## config.mk

```make
export PLATFORM = sky130hd
export DESIGN_NAME = keccak_round_ctrl
export DESIGN_NICKNAME = d
export VERILOG_FILES = /design/src/rtl/keccak_round_ctrl.sv
export SDC_FILE = /design/constraint.sdc
export NUM_CORES = 1
export LEC_CHECK = 0
export BUFFER_PORTS_ARGS = -buffer_cell sky130_fd_sc_hd__buf_2
export CORE_AREA = 10 10 57 59
export CTS_CLUSTER_DIAMETER = 200
export DETAILED_ROUTE_END_ITERATION = 6
export DIE_AREA = 0 0 67 69
export GPL_ROUTABILITY_DRIVEN = 0
export PLACE_DENSITY = 0.75
export SLEW_MARGIN = 10
export SYNTH_ARGS = -nofsm -noshare
export SYNTH_HDL_FRONTEND = slang
export SYNTH_SLANG_ARGS = --single-unit
```

## constraint.sdc

```tcl
create_clock -name clk_gen -period 1.54 [get_ports clk_gen]
set_input_delay 0.231 -clock clk_gen [delete_from_list [all_inputs] [get_ports clk_gen]]
set_output_delay 0.231 -clock clk_gen [all_outputs]
set_load 0.02 [all_outputs]
```

## src/rtl/keccak_round_ctrl.sv

```systemverilog
// rtl/keccak_round_ctrl.sv - Keccak-f sequencing controller: absorb lanes, run rounds, signal completion
module keccak_round_ctrl #(
  parameter int NROUNDS    = 24,
  parameter int RATE_LANES = 17
) (
  input  logic       clk_gen,
  input  logic       rst_n,
  input  logic       start_i,
  input  logic       clear_i,
  input  logic       abort_i,
  input  logic       din_valid_i,
  output logic       din_ready_o,
  output logic       lane_we_o,
  output logic [4:0] lane_idx_o,
  output logic       round_en_o,
  output logic [4:0] round_idx_o,
  output logic       state_clr_o,
  output logic       busy_o,
  output logic       done_o,
  input  logic       irq_en_i,
  input  logic       irq_clr_i,
  output logic       irq_o
);

  typedef enum logic [1:0] {IDLE, ABSORB, PERMUTE, DONE} state_e;

  localparam logic [4:0] LAST_LANE  = 5'(RATE_LANES - 1);
  localparam logic [4:0] LAST_ROUND = 5'(NROUNDS - 1);

  state_e     state_q, state_d;
  logic [4:0] lane_q, lane_d;
  logic [4:0] round_q, round_d;
  logic       irq_q, irq_d;

  always_ff @(posedge clk_gen or negedge rst_n) begin
    if (!rst_n) begin
      state_q <= IDLE;
      lane_q  <= 5'd0;
      round_q <= 5'd0;
      irq_q   <= 1'b0;
    end else begin
      state_q <= state_d;
      lane_q  <= lane_d;
      round_q <= round_d;
      irq_q   <= irq_d;
    end
  end

  always_comb begin
    state_d     = state_q;
    lane_d      = lane_q;
    round_d     = round_q;
    din_ready_o = 1'b0;
    lane_we_o   = 1'b0;
    lane_idx_o  = 5'd0;
    round_en_o  = 1'b0;
    round_idx_o = 5'd0;
    state_clr_o = 1'b0;
    done_o      = 1'b0;
    busy_o      = (state_q != IDLE);

    unique case (state_q)
      IDLE: begin
        // Clear and start may coincide: the clear lands now, absorb starts next cycle.
        state_clr_o = clear_i;
        if (start_i) begin
          state_d = ABSORB;
          lane_d  = 5'd0;
        end
      end
      ABSORB: begin
        din_ready_o = !abort_i;
        lane_we_o   = din_valid_i && !abort_i;
        lane_idx_o  = lane_q;
        state_clr_o = abort_i;
        if (abort_i) begin
          state_d = IDLE;
        end else if (lane_we_o) begin
          if (lane_q == LAST_LANE) begin
            state_d = PERMUTE;
            round_d = 5'd0;
          end else begin
            lane_d = lane_q + 5'd1;
          end
        end
      end
      PERMUTE: begin
        round_en_o  = !abort_i;
        round_idx_o = round_q;
        state_clr_o = abort_i;
        if (abort_i) begin
          state_d = IDLE;
        end else if (round_q == LAST_ROUND) begin
          state_d = DONE;
        end else begin
          round_d = round_q + 5'd1;
        end
      end
      DONE: begin
        done_o  = 1'b1;
        state_d = IDLE;
      end
      default: state_d = IDLE;
    endcase

    // A new completion wins over a simultaneous clear.
    irq_d = (done_o && irq_en_i) || (irq_q && !irq_clr_i);
  end

  assign irq_o = irq_q;

endmodule

```

==> reports/qor.yml <==
globalRouteMet1Util_pct: 13.8
route.antenna.remaining_nets: 0
post_route_cells_drive_above_1_share_pct: 65.4
fmax_mhz: 612
synthCells: 97
tightest_slew_ns: 0.316
synth_most_common_cell: "dfrtp_1"
placed_area_sq_um: 1290
endpoint_kind: "output pin"
met2_usage_pct: 21.0
p_per_area_nw_per_um2: 1640
busiest_layer: "met2"
finalSetupViolCount: 22
routedWlPerCell_um: 16.5
die_x_um: 67
synth_seq_cells: 13
via_per_inst: 5.46
setup_slack_ns: -0.0927
final_nets: 171
antenna_found_initial: 0
initial_utilization_pct: 45.7
ys.flop_type: "dfrtp_1"
arrival_ns: 1.40
crit_required_ns: 1.31
grt_max_degree: 14
tritoncts: "built"
switchingPower_mw: 1.11
hold_ws_ns: 0.115
hold_depth: 2
dr.pass1.iters: 7
timing.rr.start: "state_q[0]"
synth_warnings: 0
path_class: "register to output pin"
critPathLaunch: "state_q[1]"
rsz0062_at_grt: "true"
synth-async-reset-ratio_pct: 100
die_area_sq_um: 4620
dp_cells: 163
total_power_mw: 2.73
min_period_over_period_pct: 106
relSlewSlack_pct: 79.0
clock-skew-final_ns: 0.00968
start_kind: "register"
cts_buffer_depth: 2
grt_use_met3_pct: 3.06
synth_top_area_share_pct: 33.2
num_vias: 989
cts-buffers-inserted: 3
whs_endpoint: "irq_o"
track_usage_pct: 12.4
timing.rr.end: "lane_q[2]"
synth_edf_count: 0
fin_area_sq_um: 1670
seqPwrFrac_pct: 20.7
max_cap_violations: 0
pwr-share-clk_pct: 8.3
syn-num-nets: 114
remaining_drc_errors: 0
drt_iter0_markers: 48
yosys.area.top_type: "dfrtp_1"
grt_pass1_wl_mm: 4.68
dp_hpwl_mm: 2.04
insertion_delay_ns: 0.29
routed_wl_mm: 2.99
synth_area_leaders: "dfrtp_1 (33%), ha_1 (11%), and2_1 (5.7%), a221o_1 (3.1%), a32oi_4 (2.8%)"
cp_max_fo: 7
hold_viol_final: 0
hold_path.class: "input port to register"
first_global_vias: 997
period_needed_ns: 1.63
io_buffer_count: 24
core_area_sq_um: 2150
failed_checks: "negative setup slack"
synth_commonest_cells: "dfrtp_1 (13), and2_1 (9), ha_1 (9)"
gr-total-overflow: 0
p_comb_share_pct: 71.0
r2r_cells: 6
outcome: "finished with violations"
worst_ir_drop_vdd_v: 0.00138
die_h_um: 69
r2r_slack_ns: -0.09
swShare_pct: 40.6
cts_sinks: 13
ys_types: 37
synthToLayoutAreaGrowth_pct: 69.8
num_rows: 17
post_synth_instance_area_sq_um: 981
ys_seq_area_share_pct: 33.2
p_leak_nw: 0.771
synth_area_per_cell_sq_um: 10.1
h-tree-depth: 1
power.internal_mw: 1.62
setup_tns_ns: -1.23
worst_hold_startpoint: "irq_clr_i"
stdcell_count: 181
num_antenna_cells: 0
io_pins: 25
cts_root_buffer: "clkbuf_4"
clkTransAtPathRegs_ns: 0.08
slew_violations: 0
==> per-stage QoR <==
stage          utilization, %  setup WS [ns]
2_1_floorplan               -        -0.0913
3_3_place_gp             60.2        -0.0650
3_5_place_dp             60.2        -0.0976
4_1_cts                  72.6         -0.142
5_1_grt                  77.5         -0.186
6_report                 77.5        -0.0927
==> cells in the final DEF, fill, tap and decap left out, types with 2 or more instances in the layout <==
cell,synthesis,routed
and2_4,0,10
o21ai_0,3,3
ha_2,0,3
nand3_1,5,5
mux2_4,0,2
a22o_1,2,2
a21oi_1,4,3
nand2_1,6,5
nor4b_4,0,2
ha_4,0,3
buf_2,0,8
a221o_1,3,3
a21o_4,0,2
nor2_1,5,4
buf_6,0,19
inv_1,7,3
ha_1,9,3
inv_2,0,3
clkbuf_4,0,3
dfrtp_1,13,12
buf_4,0,26
nand2b_1,2,2
==> final cells by class <==
| type | instances | area [sq um] |
|---|---|---|
| flip-flops and latches | 13 | 327 |
| inverters | 7 | 28.8 |
| fillers | 137 | 483 |
| clock buffers | 4 | 26.3 |
| repair buffers | 54 | 459 |
| well taps | 28 | 35.0 |
| multi-input cells | 75 | 790 |
==> worst max-delay path: stages, from the launching register on <==
cell and delay (ns):
dfrtp_1 0.40, buf_4 0.15, ha_4 0.18, buf_6 0.13
and2_4 0.14, buf_6 0.12
==> state kept, by name (all words and copies together) (netlist names) <==
register  flops
lane_q        5
round_q       5
state_q       2
irq_o         1
==> routing by layer <==
layer,up-vias,part of all wire (%)
li1,465,-
met1,479,39
met2,37,52
met3,8,6.4
met4,0,2.7
met5,-,0
==> worst max path at each step <==
stage,end,slack (ns),cells past startpoint
2_1_floorplan,lane_q[0],-0.09,6
3_3_place_gp,lane_q[0],-0.06,6
3_5_place_dp,lane_q[0],-0.1,6
4_1_cts,lane_we_o,-0.14,6
5_1_grt,lane_q[2],-0.19,6
6_report,round_idx_o[3],-0.09,5
==> power by group through the flow <==
| stage | Clock [mW] | Combinational, mW | Sequential, mW |
|---|---|---|---|
| 2_1_floorplan | 0 | 0.847 | 0.582 |
| 3_3_place_gp | 0 | 1.33 | 0.547 |
| 3_5_place_dp | 0 | 1.39 | 0.560 |
| 4_1_cts | 0.226 | 1.78 | 0.565 |
| 5_1_grt | 0.252 | 2.10 | 0.584 |
| 6_report | 0.226 | 1.94 | 0.567 |
==> repair_timing <==
item | 4_1_cts | 5_1_grt
pin swaps | 12 | 10
setup endpoints to repair | 25 | 27
setup buffers | 7 | 6
hold buffers | 1 | 0
endpoints found under the hold margin | 13 | 0
resized for setup | 53 | 15
==> cells by family after synthesis <==
family | Yosys count | synth area share, %
DFF | 13 | 33.2
and+or+nand+nor | 43 | 28.6
adders and majority gates | 9 | 11.5
muxes | 3 | 3.32
buffers and inverters | 9 | 3.44
AOI/OAI and AO/OA | 20 | 20.0
Power figures use the tool's default switching activity.
